**src/rtl/nes_pad_pkg.sv**
```systemverilog
// Shared constants for the NES pad responder: button bit positions and defaults.
package nes_pad_pkg;

  localparam int unsigned PAD_BITS     = 8;
  localparam int unsigned FILT_DEFAULT = 3;
  localparam int unsigned DEB_DEFAULT  = 65536;

  localparam int unsigned BTN_A      = 0;
  localparam int unsigned BTN_B      = 1;
  localparam int unsigned BTN_SELECT = 2;
  localparam int unsigned BTN_START  = 3;
  localparam int unsigned BTN_UP     = 4;
  localparam int unsigned BTN_DOWN   = 5;
  localparam int unsigned BTN_LEFT   = 6;
  localparam int unsigned BTN_RIGHT  = 7;

endpackage

```
**src/rtl/pin_filter.sv**
```systemverilog
// Two-flop synchronizer followed by a stable-count filter: the output level
// follows the synchronized pin only after CYCLES consecutive differing samples.
module pin_filter #(
  parameter int unsigned CYCLES = 3
) (
  input  logic clock,
  input  logic reset_n,
  input  logic pin,
  output logic level
);

  localparam int unsigned CNT_W = (CYCLES > 1) ? $clog2(CYCLES) : 1;

  logic             sync1;
  logic             sync2;
  logic [CNT_W-1:0] cnt;

  // Bring the asynchronous pin into the clock domain
  always_ff @(posedge clock or negedge reset_n) begin
    if (!reset_n) begin
      sync1 <= 1'b0;
      sync2 <= 1'b0;
    end else begin
      sync1 <= pin;
      sync2 <= sync1;
    end
  end

  // Count the current run of samples that disagree with the level; a run of
  // CYCLES flips the level, any agreeing sample restarts the count
  always_ff @(posedge clock or negedge reset_n) begin
    if (!reset_n) begin
      level <= 1'b0;
      cnt   <= '0;
    end else if (sync2 == level) begin
      cnt <= '0;
    end else if (cnt == CNT_W'(CYCLES - 1)) begin
      level <= sync2;
      cnt   <= '0;
    end else begin
      cnt <= cnt + CNT_W'(1);
    end
  end

endmodule

```
**src/rtl/nes_pad_responder.sv**
```systemverilog
// Responder side of the NES controller serial link (4021-style pad): filters
// the console strobe/clock, debounces the buttons and shifts out active-low data.
module nes_pad_responder
  import nes_pad_pkg::*;
#(
  parameter int unsigned FILT       = FILT_DEFAULT,
  parameter int unsigned DEB_CYCLES = DEB_DEFAULT
) (
  input  logic                clock,
  input  logic                reset_n,
  input  logic                pad_strobe,
  input  logic                pad_clock,
  input  logic [PAD_BITS-1:0] buttons,
  output logic                pad_data,
  output logic [PAD_BITS-1:0] pad_state,
  output logic [3:0]          bit_count,
  output logic                frame_done
);

  logic                strobe_f;
  logic                clock_f;
  logic                strobe_q;
  logic                clock_q;
  logic                strobe_fall_c;
  logic                clock_rise_c;
  logic [PAD_BITS-1:0] shift_reg;

  pin_filter #(.CYCLES(FILT)) u_strobe (
    .clock  (clock),
    .reset_n(reset_n),
    .pin    (pad_strobe),
    .level  (strobe_f)
  );

  pin_filter #(.CYCLES(FILT)) u_clock (
    .clock  (clock),
    .reset_n(reset_n),
    .pin    (pad_clock),
    .level  (clock_f)
  );

  for (genvar i = 0; i < PAD_BITS; i++) begin : g_btn
    pin_filter #(.CYCLES(DEB_CYCLES)) u_btn (
      .clock  (clock),
      .reset_n(reset_n),
      .pin    (buttons[i]),
      .level  (pad_state[i])
    );
  end

  // Previous filtered levels for edge detection
  always_ff @(posedge clock or negedge reset_n) begin
    if (!reset_n) begin
      strobe_q <= 1'b0;
      clock_q  <= 1'b0;
    end else begin
      strobe_q <= strobe_f;
      clock_q  <= clock_f;
    end
  end

  assign strobe_fall_c = strobe_q & ~strobe_f;
  assign clock_rise_c  = clock_f & ~clock_q;

  // Parallel load while strobed; shift on clock rises once strobe is low.
  // A clock rise coinciding with strobe high or its falling edge is dropped.
  always_ff @(posedge clock or negedge reset_n) begin
    if (!reset_n) begin
      shift_reg  <= '1;
      pad_data   <= 1'b1;
      bit_count  <= 4'd0;
      frame_done <= 1'b0;
    end else if (strobe_f) begin
      shift_reg  <= ~pad_state;
      pad_data   <= ~pad_state[BTN_A];
      bit_count  <= 4'd0;
      frame_done <= 1'b0;
    end else if (!strobe_fall_c && clock_rise_c) begin
      shift_reg  <= {1'b0, shift_reg[PAD_BITS-1:1]};
      pad_data   <= shift_reg[1];
      if (bit_count != 4'(PAD_BITS)) begin
        bit_count <= bit_count + 4'd1;
      end
      frame_done <= (bit_count == 4'(PAD_BITS - 1));
    end else begin
      frame_done <= 1'b0;
    end
  end

endmodule

```
**config.mk**
```make
export PLATFORM = sky130hd
export DESIGN_NAME = nes_pad_responder
export DESIGN_NICKNAME = d
export VERILOG_FILES = /design/src/rtl/nes_pad_pkg.sv /design/src/rtl/pin_filter.sv /design/src/rtl/nes_pad_responder.sv
export SDC_FILE = /design/constraint.sdc
export NUM_CORES = 1
export LEC_CHECK = 0
export BUFFER_PORTS_ARGS = -buffer_cell sky130_fd_sc_hd__buf_2
export CAP_MARGIN = 20
export CORE_MARGIN = 10
export CORE_UTILIZATION = 65
export DETAILED_ROUTE_END_ITERATION = 7
export PLACE_DENSITY = 0.84
export SLEW_MARGIN = 20
export SYNTH_ARGS = -nofsm -noshare
export SYNTH_HDL_FRONTEND = slang
export SYNTH_SLANG_ARGS = --single-unit
```
**constraint.sdc**
```tcl
create_clock -name clock -period 3.5 [get_ports clock]
set_input_delay 0.35 -clock clock [delete_from_list [all_inputs] [get_ports clock]]
set_output_delay 0.35 -clock clock [all_outputs]
set_load 0.01 [all_outputs]
```
Word level (Yosys, flattened, before mapping)
Cells that the tools add are included.

word-level totals
  flip-flop bits (word level) = 178
  latch bits = 0
  memory bits (writable) = 0
  memory bits (read-only) = 0
  bits of input ports = 12
  output and inout port bits = 14
  logic and storage cells = 139
  memories kept = 0

operators by class
  $add $sub $neg = 11
  multiply operators = 0
  div/mod/pow operators = 0
  order comparisons = 0
  equal/unequal tests = 22
  shifts and indexed selects = 0
  mux-type cells = 29
  bitwise gates (word level) = 16
  reductions and logical operators = 15

operators by type and width
  cell                     count
  $mux W16                 16
  $add A16 B1 Y16 const B  8
  $eq A16 B16 Y1 const B   8
  $reduce_and A2 Y1        11
  $mux W8                  2
  $not A1 Y1               13
  $mux W4                  3
  $eq A1 B1 Y1             10
  $mux W2                  4
  $not A8 Y8               1
  $add A2 B1 Y2 const B    2
  $add A4 B1 Y4 const B    1
  $eq A2 B2 Y1 const B     2
  $eq A4 B3 Y1 const B     1
  $mux W1                  4
  $ne A4 B4 Y1 const B     1
  $reduce_bool A2 Y1       2
  $and A1 B1 Y1            2
  $logic_and A1 B1 Y1      1
  $logic_not A1 Y1         1

Depth between registers and ports, before layout
  depth in word-level cells = 6
  depth in mapped cells = 7
  depth with buffers taken out = 6

Cells and area by module
Synthesis repeated with hierarchy kept, for this count alone.

unflattened totals
  cell total of the unflattened synthesis = 768
  area, all modules = 8102.8 µm²

by module, submodules not included
  module                           times used  cells each  area an instance (µm²)  seq. area each (µm²)
  pin_filter (g_btn[0].u_btn ...)  8           85          870.8                   475.5
  nes_pad_responder                1           68          785.8                   385.4
  pin_filter (u_clock ...)         2           10          175.2                   125.1

Least setup slack after synthesis
Ideal clock, no wire load.

  kind = reg2reg
  start = register g_btn[1].u_btn.cnt[0]
  end = register g_btn[1].u_btn.level
  library setup time = 0.125 ns
  arrival time = 1.660 ns
  required time = 3.375 ns
  path slack = 1.716 ns
  stages on the path, launching flop included = 6
  buffers on the path = 0
  period minus slack after synthesis = 1.784 ns
  path through = dfrtp_1 -> ha_1 -> nand3_1 -> or4_4 -> nor2_1 -> mux2_2

between the ends
  longest elaborated chain between the ends = 2

RTL lines
  what                         line              RTL
  start, declared              pin_filter.sv:16  logic [CNT_W-1:0] cnt;
  start signal, assigned       pin_filter.sv:41  cnt <= cnt + CNT_W'(1);
  $eq A16 B16 Y1               pin_filter.sv:37  end else if (cnt == CNT_W'(CYCLES - 1)) begin
  $reduce_and A2 Y1 (no line)  --
  end signal, assigned         pin_filter.sv:38  level <= sync2;
  end, declared                pin_filter.sv:9   output logic level

No other way between the ends.
A chain may end at the register's enable or synchronous reset.

Worst setup path after layout
  start = register g_btn[3].u_btn.cnt[0]
  end = register g_btn[3].u_btn.cnt[3]

between the ends
  longest elaborated chain between the ends = 3
  elaborated cells between the ends (all ways) = 4
  those cells by class = add/sub: 1; eq/ne: 1; mux: 2

RTL lines
  what                                               line                                RTL
  start, declared                                    pin_filter.sv:16
  start signal, assigned                             pin_filter.sv:41
  $add A16 B1 Y16 or $eq A16 B16 Y1 (tied branches)  pin_filter.sv:41, pin_filter.sv:37
  $mux W16 (*)                                       pin_filter.sv:37
  $mux W16 (*)                                       pin_filter.sv:35                    end else if (sync2 == level) begin

Every way passes the cells marked *; elsewhere a longest branch is shown, timed or not.

==> flow_summary_export.csv <==
group,metric,value,unit
cells_and_area,nFillCells,803,
cells_and_area,nets,800,
sta,maxSlewViolCount,0,
yosys,syn_inst,753,
cells_and_area,multi_input_area,3290,um^2
yosys,synth_cell_types,40,
pwr,p_per_area,517,nW/um^2
die,initial_core_util,0.662,
yosys,synth_area_leaders,"dfrtp_1 (53%), xnor2_1 (8.6%), nor2_1 (6.6%)",
sta,fin_crit_sh,0.587,
sta,setup_violations,0,
cells_and_area,regArea,4440,um^2
cts,clkTransAtPathRegs,60,ps
detailed_routing,drt_pass1_iterations,4,
yosys,synth.net_count,775,
hold_path,min_path_type,"in2reg",
yosys,yosysSeqAreaShare,0.558,
cells_and_area,largest_reg_flops,128,
die,io_pins,26,
cells_and_area,top_register,"g_btn.u_btn.cnt",
cts,cts_root_buffer,"clkbuf_16",
cts,cts_setup_buffers,0,
yosys,netlist_area,7950,um^2
sta,clock_skew,7.50,ps
die,die_y,131,um
grt,grt_max_degree,77,
sta,hold_violations,0,
detailed_routing,via_per_inst,5.82,
sta,layout_setup_ws,1450,ps
cells_and_area,area_growth,10.9,%
grt,grt_antenna_before_repair,0,
placement,place_ws,1480,ps
critical_path,worstPathCellList,"ha_1, nand4_1, nor3_1, a41o_1, nor2_1",
critical_path,worstSetupStartpointType,"register",
pwr,ir_drop,0.410,mV
sta,fin_crit,2050,ps
yosys,synth_area_per_cell,10.6,um^2
cts,cts_num_sinks,177,
sta,fmax,487,MHz
cts,clkLatencyLatePin,420,ps
cts,clk_path_buf_depth,2,
cts,cts.htree.levels,4,
critical_path,critPathKind,"reg2reg",
detailed_routing,wl,14700,um
die,rows,40,
yosys,synth_seq_cells,177,
critical_path,reg2reg_slack,1450,ps
critical_path,endpoint_kind,"register",
placement,io_buffers,25,
placement,hpwl,9900,um
critical_path,cp_slowest_cell,"a41o_1",
grt,grt_usage,0.191,
grt,grt_pass1_vias,5666,
cts,cts_tree,"done",
critical_path,crit_fanout,13,
detailed_routing,drt_iter0_drc,303,
critical_path,critical_path_required,3780,ps
die,dieArea,17100,um^2
die,dieWidth,131,um
grt,grt_pass1_wl,26300,um
detailed_routing,vias,5460,
yosys,ys_warn_count,0,
yosys,synth_top_area_share,0.532,
sta,fin_tns_setup,0,ps
outcome,status,"finished clean",
detailed_routing,drcViolationCount,0,
sta,rsz0062_at_grt,"false",
cts,cts_made_buffers,17,
job,cap_viol_max_count,0,
cells_and_area,diodes,0,
placement,place_congestion,0.853,
cells_and_area,drive_gt1_frac,0.111,
grt,gr-total-overflow,0,
detailed_routing,wl_per_cell,15.7,um
sta,slew_headroom,0.434,
sta,worst_pin_slew,847,ps
critical_path,critPathArrivalTime,2340,ps
detailed_routing,ant_nets,0,
critical_path,slowest_delay,510,ps
pwr,p_leak,3.76,nW
die,core_area,12000,um^2
yosys,synth_top_area_cell,"dfrtp_1",
-- per-layer routing --
metal	share of wire	routed length, um	global-route usage
met5	0	0	0
met4	0.021	312	0.0935
met3	0.035	513	0.0447
met2	0.52	7620	0.321
met1	0.43	6260	0.228
-- power breakdown --
| part | total (mW) | switching (mW) | internal [mW] |
|---|---|---|---|
| Sequential | 2.25 | 0.105 | 2.14 |
| Combinational | 0.313 | 0.171 | 0.142 |
| Clock | 1.99 | 0.744 | 1.25 |
| Total | 4.56 | 1.02 | 3.54 |
-- timing repair --
item | 4_1_cts | 5_1_grt
hold endpoints to repair | 70 | 0
gates resized for setup | 0 | 0
hold buffers | 1 | 0
-- cells in the final DEF (no fill, tap or decap), types with 3 or more instances in the layout --
| master | instances |
|---|---|
| a31o_2 | 7 |
| or2_2 | 3 |
| nor2b_1 | 3 |
| dfrtp_1 | 169 |
| nor4_1 | 18 |
| and3_1 | 8 |
| nand3_1 | 49 |
| buf_2 | 24 |
| nand4_1 | 33 |
| o21ai_0 | 9 |
| mux2i_1 | 16 |
| xor2_1 | 34 |
| clkbuf_1 | 3 |
| xnor2_1 | 78 |
| inv_1 | 26 |
| and4_1 | 12 |
| dfstp_2 | 8 |
| and2_1 | 3 |
| bufinv_16 | 4 |
| or3_1 | 8 |
| nor2_1 | 140 |
| nand2_1 | 33 |
| clkbuf_8 | 3 |
| ha_1 | 10 |
| a21oi_1 | 14 |
| clkbuf_16 | 17 |
| mux2_2 | 10 |
| nor3_1 | 22 |
-- cell families (layout without fill, tap and decap cells) --
kind of cell	after synthesis	count (layout)	share of synthesized area
buf+inv	48	86	0.0272
mux	26	26	0.0343
compound gates	37	37	0.0294
simple gates	343	343	0.212
xor+xnor	112	112	0.123
flops	177	177	0.558
fa+ha+maj	10	10	0.0157
-- synthesized netlist by cell type, drive strengths merged --
cell type	count
a21oi	14
a31o	7
a31oi	1
a41o	2
and2	4
and3	8
and4	12
buf	13
clkbuf	9
dfrtp	169
dfstp	8
ha	10
inv	26
mux2	10
mux2i	16
nand2	33
nand2b	2
nand3	50
nand4	33
nor2	140
nor2b	3
nor3	22
nor3b	2
nor4	18
nor4b	2
o211ai	1
o21ai	10
o21bai	1
o31ai	1
or2	3
or3	8
or3b	1
or4	2
xnor2	78
xor2	34
-- path summary, 6_finish.rpt --
path | start | endpoint | depth (start not counted)
min in group asynchronous | reset_n | g_btn[1].u_btn.cnt[6] | 2
max in group asynchronous | reset_n | g_btn[2].u_btn.cnt[2] | 3
worst max-delay path | g_btn[3].u_btn.cnt[0] | g_btn[3].u_btn.cnt[3] | 5
worst min-delay path | pad_strobe | u_strobe.sync1 | 1
worst max register to register | g_btn[3].u_btn.cnt[0] | g_btn[3].u_btn.cnt[3] | 5
worst min register to register | g_btn[5].u_btn.sync1 | g_btn[5].u_btn.sync2 | 0
-- stage by stage --
step | hold slack (ps) | total power [mW] | utilization | instance area [um^2] | cells
after floorplan | 54.4 | 2.49 | - | 7950 | 753
after global placement | 333 | 2.57 | 0.681 | 8170 | 905
after detailed placement | 336 | 2.60 | 0.681 | 8170 | 905
after CTS | 10.8 | 4.60 | 0.734 | 8820 | 938
after global routing | 5.07 | 4.75 | 0.734 | 8820 | 938
final | 30.3 | 4.56 | 0.734 | 8820 | 938
-- final cells by class --
class,count,area share
inverter,26,0.0111
clock inverter,9,0.0175
clock buffer,23,0.0542
tap,147,0.0209
sequential,177,0.504
multi-input combinational,528,0.374
timing repair buffer,28,0.0192
-- critical path: cells and delay by family, from the launching register on --
| kind | cells | cell delay, ps |
|---|---|---|
| AOI/OAI and AO/OA | 1 | 510 |
| and+or+nand+nor | 3 | 760 |
| adders and majority gates | 1 | 230 |
| DFF | 1 | 420 |
Power figures use the tool's default switching activity.
